--- src/rtl/cla_pipe_addsub.sv ---
// cla_pipe_addsub: pipelined add/subtract built from GRP-bit
// carry-lookahead groups, one group resolved per pipeline stage.
module cla_pipe_addsub #(
    parameter int WIDTH = 16,
    parameter int GRP   = 4
) (
    input  logic             clk,
    input  logic             rst_n,
    input  logic             in_valid,
    output logic             in_ready,
    input  logic [WIDTH-1:0] a,
    input  logic [WIDTH-1:0] b,
    input  logic             cin,
    input  logic             sub,
    output logic             out_valid,
    input  logic             out_ready,
    output logic [WIDTH-1:0] sum,
    output logic             cout,
    output logic             ovf,
    output logic             zero
);
    localparam int NSTG = WIDTH / GRP;

    if ((WIDTH % GRP) != 0) begin : g_bad_param
        $error("cla_pipe_addsub: WIDTH must be a multiple of GRP");
    end

    // Returns {carry into group MSB, group carry out, group sum}.
    function automatic logic [GRP+1:0] f_cla(
        input logic [GRP-1:0] fa,
        input logic [GRP-1:0] fb,
        input logic           fc
    );
        logic [GRP-1:0] p;
        logic [GRP-1:0] g;
        logic [GRP:0]   c;
        logic           t;
        logic           term;
        p    = fa ^ fb;
        g    = fa & fb;
        c    = '0;
        c[0] = fc;
        for (int i = 1; i <= GRP; i++) begin
            t = fc;
            for (int j = 0; j < i; j++) t = t & p[j];
            for (int j = 0; j < i; j++) begin
                term = g[j];
                for (int k = j + 1; k < i; k++) term = term & p[k];
                t = t | term;
            end
            c[i] = t;
        end
        return {c[GRP-1], c[GRP], p ^ c[GRP-1:0]};
    endfunction

    logic [NSTG-1:0]  r_v;
    logic [NSTG-1:0]  r_c;
    logic [WIDTH-1:0] r_a [NSTG];
    logic [WIDTH-1:0] r_b [NSTG];
    logic [WIDTH-1:0] r_s [NSTG];
    logic             r_ov;
    logic [WIDTH-1:0] r_sum;
    logic             r_cout;
    logic             r_ovf;
    logic             r_zero;

    logic [GRP+1:0]   w_res [NSTG];
    logic [WIDTH-1:0] w_sn  [NSTG];
    logic             w_en;
    logic [GRP+1:0]   w_last;

    assign w_en     = out_ready | ~r_ov;
    assign in_ready = w_en;
    assign w_last   = w_res[NSTG-1];

    // Each stage resolves its own group and merges it into the de-skewed sum.
    always_comb begin
        for (int k = 0; k < NSTG; k++) begin
            w_res[k] = f_cla(r_a[k][k*GRP +: GRP], r_b[k][k*GRP +: GRP], r_c[k]);
            w_sn[k]  = r_s[k];
            w_sn[k][k*GRP +: GRP] = w_res[k][GRP-1:0];
        end
    end

    // Whole pipe advances in lockstep when the output slot can move.
    always_ff @(posedge clk) begin
        if (!rst_n) begin
            r_v    <= '0;
            r_c    <= '0;
            r_ov   <= 1'b0;
            r_sum  <= '0;
            r_cout <= 1'b0;
            r_ovf  <= 1'b0;
            r_zero <= 1'b0;
            for (int k = 0; k < NSTG; k++) begin
                r_a[k] <= '0;
                r_b[k] <= '0;
                r_s[k] <= '0;
            end
        end else if (w_en) begin
            r_v[0] <= in_valid;
            r_a[0] <= a;
            r_b[0] <= sub ? ~b : b;
            r_c[0] <= cin ^ sub;
            r_s[0] <= '0;
            for (int k = 1; k < NSTG; k++) begin
                r_v[k] <= r_v[k-1];
                r_a[k] <= r_a[k-1];
                r_b[k] <= r_b[k-1];
                r_c[k] <= w_res[k-1][GRP];
                r_s[k] <= w_sn[k-1];
            end
            r_ov   <= r_v[NSTG-1];
            r_sum  <= w_sn[NSTG-1];
            r_cout <= w_last[GRP];
            r_ovf  <= w_last[GRP+1] ^ w_last[GRP];
            r_zero <= ~|w_sn[NSTG-1];
        end
    end

    assign out_valid = r_ov;
    assign sum       = r_sum;
    assign cout      = r_cout;
    assign ovf       = r_ovf;
    assign zero      = r_zero;
endmodule
--- config.mk ---
export PLATFORM = sky130hd
export DESIGN_NAME = cla_pipe_addsub
export DESIGN_NICKNAME = d
export VERILOG_FILES = /design/src/rtl/cla_pipe_addsub.sv
export SDC_FILE = /design/constraint.sdc
export NUM_CORES = 1
export LEC_CHECK = 0
export ABC_CLOCK_PERIOD_IN_PS = 5450
export CAP_MARGIN = 40
export CORE_MARGIN = 2
export CORE_UTILIZATION = 50
export CTS_BUF_LIST = sky130_fd_sc_hd__clkbuf_8 sky130_fd_sc_hd__clkbuf_16
export CTS_CLUSTER_SIZE = 30
export DETAILED_ROUTE_END_ITERATION = 7
export PLACE_DENSITY = 0.82
export REMOVE_ABC_BUFFERS = 1
export SLEW_MARGIN = 20
export SYNTH_ARGS = -nofsm -noshare
export SYNTH_HDL_FRONTEND = slang
export SYNTH_SLANG_ARGS = --single-unit
--- constraint.sdc ---
create_clock -name clk -period 5.45 [get_ports clk]
set_input_delay 1.09 -clock clk [delete_from_list [all_inputs] [get_ports clk]]
set_output_delay 1.09 -clock clk [all_outputs]
set_load 0.01 [all_outputs]
==> results of run 1 <==
[cell usage after synthesis]
library cell | instances | share of area
dfxtp_1 | 28 | 0.10
or4_1 | 2 | 0.0027
o31ai_2 | 1 | 0.0022
buf_4 | 2 | 0.0027
nand2_1 | 40 | 0.027
nor3b_1 | 3 | 0.0040
buf_2 | 8 | 0.0072
xnor2_1 | 21 | 0.033
a21boi_0 | 17 | 0.023
nor2_1 | 24 | 0.016
a21o_1 | 1 | 0.0014
o211a_1 | 3 | 0.0054
or3_1 | 2 | 0.0022
a21boi_1 | 1 | 0.0014
nor2b_1 | 1 | 0.0011
a2111oi_0 | 1 | 0.0016
edfxtp_1 | 104 | 0.56
ha_1 | 20 | 0.045
o21a_1 | 9 | 0.012
nand4b_1 | 1 | 0.0016
inv_2 | 1 | 0.00067
a31oi_1 | 1 | 0.0011
fa_1 | 4 | 0.014
nor4_2 | 1 | 0.0022
a21oi_1 | 4 | 0.0036
clkbuf_1 | 20 | 0.013
nand3_1 | 2 | 0.0018
and2_1 | 2 | 0.0022
and3_1 | 79 | 0.089
o21ai_0 | 9 | 0.0081
a211oi_1 | 1 | 0.0014
nor3_1 | 11 | 0.0099
[worst max-delay path, cell delays in order]
cell	delay [ps]
clkdlybuf4s50_1	470
nor2b_2	50
inv_2	50
clkdlybuf4s50_1	550
[cells in the final DEF (no fill, tap or decap), drive strengths merged, types with 8 or more instances in the layout]
master         netlist  layout
nor3                11      11
nor2                24      24
ha                  20      20
buf                 10       8
clkinv               0       9
edfxtp             104     104
and3                79      79
o21a                 9       9
clkbuf              20      17
a21boi              18      18
nand2               40      40
clkdlybuf4s50        0      57
xnor2               21      21
dfxtp               28      28
o21ai                9       9
[stage by stage]
step / util / instance area, sq um / worst slack, ps
detailed placement: 0.5740 / 6222 / 1670
finish: 0.6327 / 6859 / 2141
floorplan: - / 5431 / 305.7
global placement: 0.5740 / 6222 / 1739
CTS: 0.6274 / 6802 / 2106
global route: 0.6327 / 6859 / 2096
[worst paths after layout]
kind | startpoint | end | slack (ps) | cells past startpoint
worst max-delay path | out_ready | in_ready | 2140 | 4
worst max register to register | out_valid | r_s[2][5] | 3200 | 4
worst min register to register | sum[12] | sum[12] | 450 | 2
worst min-delay path | sum[12] | sum[12] | 450 | 2
[report_power, final]
part           leakage, uW  total, uW  internal [uW]  switching, uW
combinational      0.00128        142           80.7           61.1
sequential         0.00147       1160           1140           18.3
clock             0.000276       1090            689            400
[area by class of cell]
cell class	instances	share of cell area
Sequential cell	132	0.5370
Multi-Input combinational cell	261	0.2557
Timing Repair Buffer	65	0.09668
Clock buffer	17	0.06038
Tap cell	140	0.02554
Clock inverter	15	0.02408
Inverter	1	0.0005472
[flip-flops by register name (all words and copies together) (netlist names)]
name       flops
r_a           40
r_b           40
r_s           24
sum           16
r_c            4
r_v            4
cout           1
out_valid      1
ovf            1
zero           1
[cells by family after synthesis]
family,count (synthesis)
xor gates and xnor gates,21
adders and majority gates,24
and+or+nand+nor,168
buffers and inverters,31
DFF,132
AOI/OAI and AO/OA,48
[metal layers]
| layer | track usage | vias to the layer above | wire (microns) |
|---|---|---|---|
| li1 | - | 1656 | - |
| met1 | 0.1894 | 1510 | 3713 |
| met2 | 0.2791 | 79 | 4565 |
| met3 | 0.05335 | 6 | 442 |
| met4 | 0.07414 | 0 | 83 |
| met5 | 0 | - | 0 |
==> results.cfg, run 1 <==
[run_status]
status = completed

[clock_tree]
hold_buffers = 0
root_buffer = clkbuf_8
post-cts-setup-buffers = 0
insertion_delay_ps = 510
clkTransAtPathRegs_ps = 60
cts_tree = done
cts_sinks = 132
cts_buffers = 17
ctsLongestPathBuffers = 2
cts_resized = 0
htreeDepth = 4

[power]
ir_drop_v = 0.0002219
fin_total_pwr_uw = 2388
p_leak_uw = 0.003017
power_density_mw_per_mm2 = 348.2

[global_routing]
grt_pass1_vias = 3224
gr-total-overflow = 0
antenna_found_initial = 0
grt_pass1_wl_mm = 14.79
grt_max_degree = 109
grtUsageTotal = 0.1642

[timing]
slew_headroom = 0.5105
drv_slew = 0
fin_crit_sh = 0.6071
timing.fmax_mhz = 302.2
rsz0062_at_grt = false
hold_violations = 0
finClkSkew_ps = 9.317
tns_ps = 0
setup_viol = 0
hold_ws_ps = 450.5
max_slew.worst_pin.slew_ps = 734.3
post-route-min-period_ps = 3309

[min_path]
hold_class = flip-flop to flip-flop

[drt]
ant_nets = 0
routed_via_density = 5.152
firstDrtPassIters = 5
wl_mm = 8.804
drc_errors = 0
wl_per_cell_microns = 13.95
drt_iter0_markers = 275
vias = 3251

[synthesis]
synth.distinct_cells = 32
syn_inst = 424
synthMuxAreaShare = 0
synth_compound_area_frac = 0.06119
synth_xor_area_frac = 0.03307
synth_seq_area_share = 0.6623
synthSimpleGateAreaFrac = 0.1600
synth.avg_cell_area_sq_um = 13.12
synth_fa_ha_area_frac = 0.05939
ys_warn_count = 0
synth_seq_cells = 132
netlist_area_sq_mm = 0.005562
synth_top_family_by_area = simple AND/OR/NAND/NOR gates

[floorplan]
coreArea_sq_mm = 0.01084
fp.dieH_microns = 109.5
start_util = 0.5130
boundaryPins = 59
rows = 38
fp.dieW_microns = 109.5
die_area_sq_mm = 0.01198

[final_layout]
ff_latch_area_sq_mm = 0.003684
nNetsFinal = 540
fillers = 789
multi_input_area_sq_mm = 0.001754
area_growth_pct = 23.33
antenna_cells = 0
stdcell_count = 631
drive_gt1_frac = 0.08554

[setup_path]
worstPathMaxFanout = 2
crit_type = input pin to primary output
cp-start-kind = input pin
worst_ep_required_time_ps = 4360
arrival_ps = 2220
end_kind = primary output

[place]
portBuffers = 58
gp_congestion = 0.7283
placed_cells = 596
detailed_place_hpwl_mm = 5.183

[run]
drv_cap = 0
(Power assumes the default switching activity.)
==> inputs of run 2 (changes only) <==
Settings changed: ABC_CLOCK_PERIOD_IN_PS 5450 to 3300.
Clock period 5.45 ns to 3.3 ns, I/O delays scaled along.
==> run 2 against run 1 <==
  * Sequential power is 65% higher
  * Register-to-register slack got worse by 1900 ps
  * Critical endpoint unchanged
  * Combinational power grew 64%
  * Sequential cell count unchanged
  * Total power up 66%
  * Non-clock buffer count down 1
  * Worst setup slack lost 1400 ps
  * Die area is the same
  * Routed wire length up 0.86%
  * Hold slack worse by 0.54 ps
  * Critical path depth is the same
==> results.cfg, run 2 (synthesis gave the netlist of run 1 again) <==
[floorplan]
die_area_sq_mm = 0.01198
fp.dieH_microns = 109.5
boundaryPins = 59
coreArea_sq_mm = 0.01084
fp.dieW_microns = 109.5
rows = 38
start_util = 0.5130

[timing]
drv_slew = 0
max_slew.worst_pin.slew_ps = 770.2
timing.fmax_mhz = 397.8
fin_crit_sh = 0.7618
hold_violations = 0
setup_viol = 0
rsz0062_at_grt = false
setup_ws_ps = 786.1
finClkSkew_ps = 13.01
slew_headroom = 0.4866
post-route-min-period_ps = 2514

[global_routing]
antenna_found_initial = 0
grt_max_degree = 108
grt_pass1_vias = 3203
gr-total-overflow = 0
grtUsageTotal = 0.1609
grt_pass1_wl_mm = 14.57

[final_layout]
drive_gt1_frac = 0.08571
area_growth_pct = 23.17
layout_common_cells = edfxtp_1 (104), and3_1 (79), clkdlybuf4s50_1 (57)
final_common_cell = edfxtp_1
antenna_cells = 0
final_area_sq_mm = 0.006850
reg_top3 = r_a: 40 flops, r_b: 40 flops, r_s: 24 flops
nNetsFinal = 539

[power]
ir_drop_v = 0.0002643
intPower_uw = 3153
p_leak_uw = 0.003020
combinationalPowerShare = 0.059
p_seq_frac = 0.483
power_switching_share = 0.2037
p_sw_uw = 806.5
power_density_mw_per_mm2 = 578.0
clkPwrFrac = 0.458

[setup_path]
worstReg2RegStart = r_a[3][12]
reg2regPathDepth = 6
crit_end = in_ready
end_kind = primary output
worst_ep_required_time_ps = 2640
critical_path.startpoint = out_ready
r2r-end = zero
arrival_ps = 1850
cp-start-kind = input pin
reg2reg_slack_ps = 1260
worstPathMaxFanout = 4
crit_type = input pin to primary output

[run]
drv_cap = 0

[clock_tree]
htreeDepth = 4
clkTransAtPathRegs_ps = 50
cts_tree = done
cts_resized = 0
insertion_delay_ps = 520
hold_buffers = 0
cts_buffers = 17
ctsLongestPathBuffers = 2
cts_sinks = 132
post-cts-setup-buffers = 0
root_buffer = clkbuf_8

[drt]
drc_errors = 0
wl_mm = 8.880
firstDrtPassIters = 4
routed_via_density = 5.211
drt_iter0_markers = 160
ant_nets = 0
vias = 3283
wl_per_cell_microns = 14.10

[place]
gp_congestion = 0.7171
portBuffers = 58
detailed_place_hpwl_mm = 5.161
pre_cts_slack_ps = 686.6
placed_area_sq_mm = 0.006255

[run_status]
status = completed

[min_path]
hold_class = flip-flop to flip-flop
run 2: changes by cell type in the layout (fill, tap and decap cells not counted), sizes merged:
cell,change
buf,-1
clkinv,-1
inv,+1
run 2: per-layer routing:
metal	up-vias	global-route usage	wire [microns]	share of wire
met2	91	0.2646	4497	0.51
met3	17	0.05809	474	0.053
met4	0	0.08047	171	0.019
li1	1648	-	-	-
met5	-	0	0	0
met1	1527	0.1860	3736	0.42
run 2: area by class of cell:
type | count | area, sq um
Multi-Input combinational cell | 261 | 1754
Tap cell | 140 | 175.2
Sequential cell | 132 | 3684
Inverter | 1 | 3.754
Timing Repair Buffer | 64 | 653.1
Clock inverter | 15 | 166.4
Fill cell | 835 | 3990
Clock buffer | 17 | 414.1
run 2: metrics by stage:
step	setup TNS [ps]	std cells	hold WS, ps	power, uW	utilization
after floorplan	-148770	394	440.6	2057	-
after global placement	0	597	448.1	2162	0.5770
after detailed placement	0	597	449.4	2174	0.5770
after CTS	0	629	455.3	3987	0.6305
after global routing	0	630	482.0	4097	0.6319
final	0	630	449.9	3960	0.6319
run 2: worst min-delay path by stage:
| stage | slack [ps] | cells past startpoint | endpoint | start |
|---|---|---|---|---|
| 3_5_place_dp | 450 | 2 | sum[12] | sum[12] |
| 2_1_floorplan | 440 | 1 | out_valid | r_v[3] |
| 5_1_grt | 480 | 2 | sum[4] | sum[4] |
| 4_1_cts | 460 | 2 | sum[12] | sum[12] |
| 6_report | 450 | 2 | sum[12] | sum[12] |
| 3_3_place_gp | 450 | 2 | sum[12] | sum[12] |
run 2: worst max-delay path, stage by stage:
cell	delay, ps
clkdlybuf4s50_1	470
nor2b_2	50
inv_2	120
clkdlybuf4s50_1	550
run 2: power by group through the flow:
stage / Combinational, uW / Clock, uW / Sequential, uW
final: 233 / 1810 / 1910
after global routing: 258 / 1920 / 1920
after global placement: 222 / 0 / 1940
after floorplan: 119 / 0 / 1940
after CTS: 233 / 1840 / 1910
after detailed placement: 229 / 0 / 1950
==> RTL edit 1, RTL diff (settings of run 1) <==
Reset style: asynchronous (`rst_n`), changed in one clocked block.
--- a/src/rtl/cla_pipe_addsub.sv
+++ b/src/rtl/cla_pipe_addsub.sv
@@ -85,3 +85,3 @@
     // Whole pipe advances in lockstep when the output slot can move.
-    always_ff @(posedge clk) begin
+    always_ff @(posedge clk or negedge rst_n) begin
         if (!rst_n) begin
Check against the original RTL: differs if rst_n is asserted again (counterexample within 4 cycles, from zero or initial values and one cycle with rst_n low); with rst_n held inactive, the same outputs for 10 cycles.
==> RTL edit 1 against run 1 <==
- clock skew grew 0.0031 ns
- critical path depth rose by 1
- sequential cell count is the same
- area after synthesis increased by 1.1%
- global-route usage up 2.6 points
- synthesized cell count up 42%
- final area rose by 0.53%
- fmax shrank 16%
- count of clock-buffer cells in the layout increased by 2
- setup slack got worse by 0.64 ns
- routed wire length is 16% higher
- critical path type unchanged
- largest cell class unchanged
Power is not compared: it rests on default switching activity, and its combinational part moved more than twofold at a synthesized area within 25%.
==> RTL edit 1: results (changes against run 1) <==
.. list-table::
   :header-rows: 1

   * - Metric
     - Value
   * - Maximum number of pins on one net before global-route repair
     - 100 (was 109)
   * - Peak fanout along the critical path
     - 42 (was 2)
   * - Register area share after synthesis
     - 0.5873 (was 0.6623)
   * - Clock tree skew after final layout
     - 0.01239 ns (was 0.009317 ns)
   * - Global router's overall resource usage
     - 0.1901 (was 0.1642)
   * - Vias per Instance
     - 4.943 (was 5.152)
   * - Post-detail-place hpwl
     - 6351 um (was 5183 um)
   * - Unique masters post-synth
     - 30 (was 32)
   * - Post-synthesis compound-gate area fraction
     - 0.06185 (was 0.06119)
   * - Worst Hold Slack
     - 0.3522 ns (was 0.4505 ns)
   * - Result of the run
     - completed (unchanged)
   * - Multiplexer area fraction after synthesis
     - 0.002670 (was 0)
   * - Xor/xnor cell area share of the yosys netlist
     - 0.03426 (was 0.03307)
   * - Wire length per cell after detailed routing
     - 12.69 um (was 13.95 um)
   * - Adder-cell share of the synthesized area
     - 0.05873 (was 0.05939)
   * - Highest attainable clock frequency
     - 253.4 MHz (was 302.2 MHz)
   * - Via count of the first global-routing pass
     - 3,917 (was 3,224)
   * - Registers with the highest flip-flop counts
     - r_a (40), r_b (40), r_s (24) (unchanged)
   * - Fill count
     - 896 (was 789)
   * - Min-delay worst type
     - in2async (was reg2reg)
   * - List of most frequent post-synthesis cells
     - 287 x sky130_fd_sc_hd__nand2_1, 132 x sky130_fd_sc_hd__dfrtp_1, 29 x sky130_fd_sc_hd__o21ai_0 (was 104 x sky130_fd_sc_hd__edfxtp_1, 79 x sky130_fd_sc_hd__and3_1, 40 x sky130_fd_sc_hd__nand2_1)
   * - Detailed router's first-iteration violation count
     - 164 (was 275)
   * - Slack of the worst reg-to-reg path
     - 3.13 ns (was 3.20 ns)
   * - First-pass GRT wire length
     - 17,530 um (was 14,790 um)
   * - Final weighted congestion of routability-driven global placement
     - 0.7617 (was 0.7283)
   * - Fraction of registers with async set or reset after synthesis
     - 1.000 (was 0)
   * - Synth area leaders
     - sky130_fd_sc_hd__dfrtp_1 59%, sky130_fd_sc_hd__nand2_1 19%, sky130_fd_sc_hd__ha_1 4.4% (was sky130_fd_sc_hd__edfxtp_1 56%, sky130_fd_sc_hd__dfxtp_1 10%, sky130_fd_sc_hd__and3_1 8.9%)
   * - Post-place setup slack
     - 1.511 ns (was 1.670 ns)
   * - Worst path max stage delay
     - 0.62 ns (was 0.55 ns)
   * - Synthesized area per cell
     - 9.374 um^2 (was 13.12 um^2)
   * - Fraction of final layout cells sized beyond drive strength 1
     - 0.06757 (was 0.08554)
   * - Placed instance count
     - 773 (was 596)
   * - Sum of routed wire length over all layers
     - 10,230 um (was 8804 um)
   * - Number of buffers added on ports
     - 58 (unchanged)
   * - Net count, final
     - 716 (was 540)
   * - Crit path DAT
     - 2.86 ns (was 2.22 ns)
[RTL edit 1: cell types whose count changed after synthesis, sizes merged, moves of 12 or more]
| cell | run 1 | this run |
|---|---|---|
| dfxtp | 28 | 0 |
| o21ai | 9 | 30 |
| inv | 1 | 13 |
| and3 | 79 | 0 |
| edfxtp | 104 | 0 |
| a21boi | 18 | 0 |
| nand2 | 40 | 287 |
| dfrtp | 0 | 132 |
[RTL edit 1: power by group through the flow]
stage	clock, uW	combinational (uW)	sequential (uW)
floorplan	0	921	1650
global placement	0	1250	1650
detailed placement	0	1320	1680
CTS	1020	1340	1670
global route	1080	1550	1730
finish	1010	1340	1670
[RTL edit 1: cell families after synthesis]
logic type                 count (synthesis)
xor gates and xnor gates                  22
DFF                                      132
muxes                                      1
and+or+nand+nor                          320
AOI/OAI and AO/OA                         58
adders and majority gates                 24
buffers and inverters                     43
[RTL edit 1: critical path: cells and delay by family]
kind                   cells  cell delay, ns
and+or+nand+nor            1            0.04
buffers and inverters      4            1.70
[RTL edit 1: area by class of cell]
class	instances	area (um^2)	area share
multi-input cells	425	2151	0.3119
clock inverters	12	91.34	0.01325
repair buffers	65	681.9	0.09889
clock buffers	19	441.7	0.06405
well taps	140	175.2	0.02540
flip-flops and latches	132	3303	0.4790
inverters	13	51.30	0.007440
[RTL edit 1: per-layer routing]
metal | vias up | wire length (um) | GRT usage
li1 | 1998 | - | -
met1 | 1893 | 4406 | 0.2366
met2 | 77 | 5298 | 0.3186
met3 | 16 | 394 | 0.04821
met4 | 0 | 132 | 0.07505
met5 | - | 0 | 0
[RTL edit 1: path summary, 6_finish.rpt]
kind / endpoint / cells after the start / start
min in group clk: r_a[40] / 2 / r_a[40]
max: in_ready / 5 / out_ready
max in group asynchronous: r_s[6] / 3 / rst_n
max reg2reg: sum[15] / 5 / out_valid
min: r_a[15] / 1 / rst_n
min reg2reg: r_a[40] / 2 / r_a[40]
[RTL edit 1: stage by stage]
| stage | TNS, ns | cell area, um^2 |
|---|---|---|
| after floorplan | -341.76 | 5495 |
| after global placement | 0 | 6292 |
| after detailed placement | 0 | 6307 |
| after CTS | 0 | 6840 |
| after global routing | 0 | 6895 |
| final | 0 | 6895 |
==> RTL edit 2, RTL diff (config.mk and constraints of run 1) <==
Made on the original files. Set the parameter `GRP` to 8 (it was 4).
--- a/src/rtl/cla_pipe_addsub.sv
+++ b/src/rtl/cla_pipe_addsub.sv
@@ -4,3 +4,3 @@
     parameter int WIDTH = 16,
-    parameter int GRP   = 4
+    parameter int GRP   = 8
 ) (
Check against the original RTL: not equivalent (Yosys sat finds a counterexample within 4 cycles, from zero or initial values and one cycle with rst_n low).
==> RTL edit 2 against run 1 <==
- largest cell class unchanged
- power fell by 44%
- area after synthesis decreased by 34%
- setup slack worse by 0.26 ns
- final area fell by 34%
- final cell count down 25%
- global-route usage grew 1.4 points
- sequential cell count decreased by 52
- routed wire length is 25% lower
==> RTL edit 2: results (changes against run 1) <==
.. list-table::
   :header-rows: 1

   * - Metric
     - Value
   * - Result of the run
     - completed (unchanged)
   * - Detailed router's first-iteration violation count
     - 126 (was 275)
   * - IR Drop Worst-Case VDD
     - 0.1717 mV (was 0.2219 mV)
   * - Htree depth
     - 3 (was 4)
   * - Capture endpoint of the worst hold path
     - sum[7] (was sum[12])
   * - CTS Buf Count
     - 9 (was 17)
   * - Critical R2R Capture
     - r_s[0][23] (was r_s[2][5])
   * - Leakage power summed over all cells
     - 0.001888 uW (was 0.003017 uW)
   * - Fraction of final layout cells sized beyond drive strength 1
     - 0.06383 (was 0.08554)
   * - Via count of the first global-routing pass
     - 2,378 (was 3,224)
   * - Drt first pass iters
     - 4 (was 5)
   * - Relative slew slack
     - 0.5002 (was 0.5105)
   * - Final weighted congestion of routability-driven global placement
     - 0.7725 (was 0.7283)
   * - Reg2Reg Depth
     - 8 (was 4)
   * - Maximum number of pins on one net before global-route repair
     - 61 (was 109)
   * - Critical register-to-register path startpoint
     - r_a[0][0] (was out_valid)
   * - Post-detail-place hpwl
     - 4464 um (was 5183 um)
   * - Worst path max stage delay
     - 0.49 ns (was 0.55 ns)
   * - Slack of the worst reg-to-reg path
     - 2.98 ns (was 3.20 ns)
   * - Clock tree skew after final layout
     - 0.007777 ns (was 0.009317 ns)
   * - Register area share after synthesis
     - 0.5932 (was 0.6623)
   * - Peak fanout along the critical path
     - 22 (was 2)
   * - First-pass GRT wire length
     - 10,780 um (was 14,790 um)
   * - Sum of routed wire length over all layers
     - 6584 um (was 8804 um)
   * - Count of flip-flops with a built-in enable after synthesis
     - 56 (was 104)
## RTL edit 2: logic make-up (layout without fill, tap and decap cells)
logic type	Yosys count	after routing	share of synthesized area
XOR/XNOR	22	22	0.05287
adder cells (fa/ha/maj)	20	20	0.07278
buffers and inverters	22	82	0.02334
AO/OA/AOI/OAI	47	47	0.08994
AND/OR/NAND/NOR	125	125	0.1679
flip-flops	80	80	0.5932
## RTL edit 2: routing by layer
| metal | GRT usage | up-vias | part of all wire |
|---|---|---|---|
| met2 | 0.2795 | 63 | 0.47 |
| met5 | 0 | - | 0 |
| met3 | 0.03047 | 14 | 0.040 |
| met1 | 0.2355 | 1139 | 0.46 |
| li1 | - | 1245 | - |
| met4 | 0.09634 | 0 | 0.029 |
## RTL edit 2: report_power, final
part | total, uW | internal, uW | switching [uW]
logic | 186 | 100 | 85.9
registers | 721 | 700 | 21.0
clock network | 427 | 217 | 210
## RTL edit 2: worst max-delay path by stage
stage	start	end	slack, ns	cells past startpoint
6_report	out_ready	in_ready	1.88	5
5_1_grt	out_ready	in_ready	1.78	5
4_1_cts	out_ready	in_ready	1.87	5
3_5_place_dp	out_ready	in_ready	1.88	5
3_3_place_gp	out_ready	in_ready	1.91	5
2_1_floorplan	out_ready	r_a[0][0]	1.77	2
## RTL edit 2: cell type report
type                       instances  area share
clock buffer                      12     0.03899
clock inverter                     4    0.005254
inverter                           4    0.003319
multi-input combinational        214      0.3106
sequential                        80      0.4779
tap                               99     0.02738
timing repair buffer              62      0.1366
## RTL edit 2: stage by stage
| step | std cells | area, um^2 | power [uW] | setup slack (ns) | utilization |
|---|---|---|---|---|---|
| 6_report | 475 | 4524 | 1334 | 1.879 | 0.6339 |
| 5_1_grt | 475 | 4524 | 1391 | 1.782 | 0.6339 |
| 4_1_cts | 475 | 4524 | 1342 | 1.869 | 0.6339 |
| 3_5_place_dp | 459 | 4324 | 920.2 | 1.884 | 0.6059 |
| 3_3_place_gp | 458 | 4304 | 908.6 | 1.912 | 0.6031 |
| 2_1_floorplan | 298 | 3575 | 833.3 | 1.768 | - |
## RTL edit 2: worst register-to-register path: stages (launching register included)
cell and delay (ns):
sky130_fd_sc_hd__edfxtp_1 0.43, sky130_fd_sc_hd__ha_1 0.32, sky130_fd_sc_hd__ha_1 0.18, sky130_fd_sc_hd__o21a_1 0.18
sky130_fd_sc_hd__o21a_1 0.21, sky130_fd_sc_hd__o2111ai_1 0.34, sky130_fd_sc_hd__nand3b_1 0.19, sky130_fd_sc_hd__a211oi_1 0.28
sky130_fd_sc_hd__nor3_1 0.08
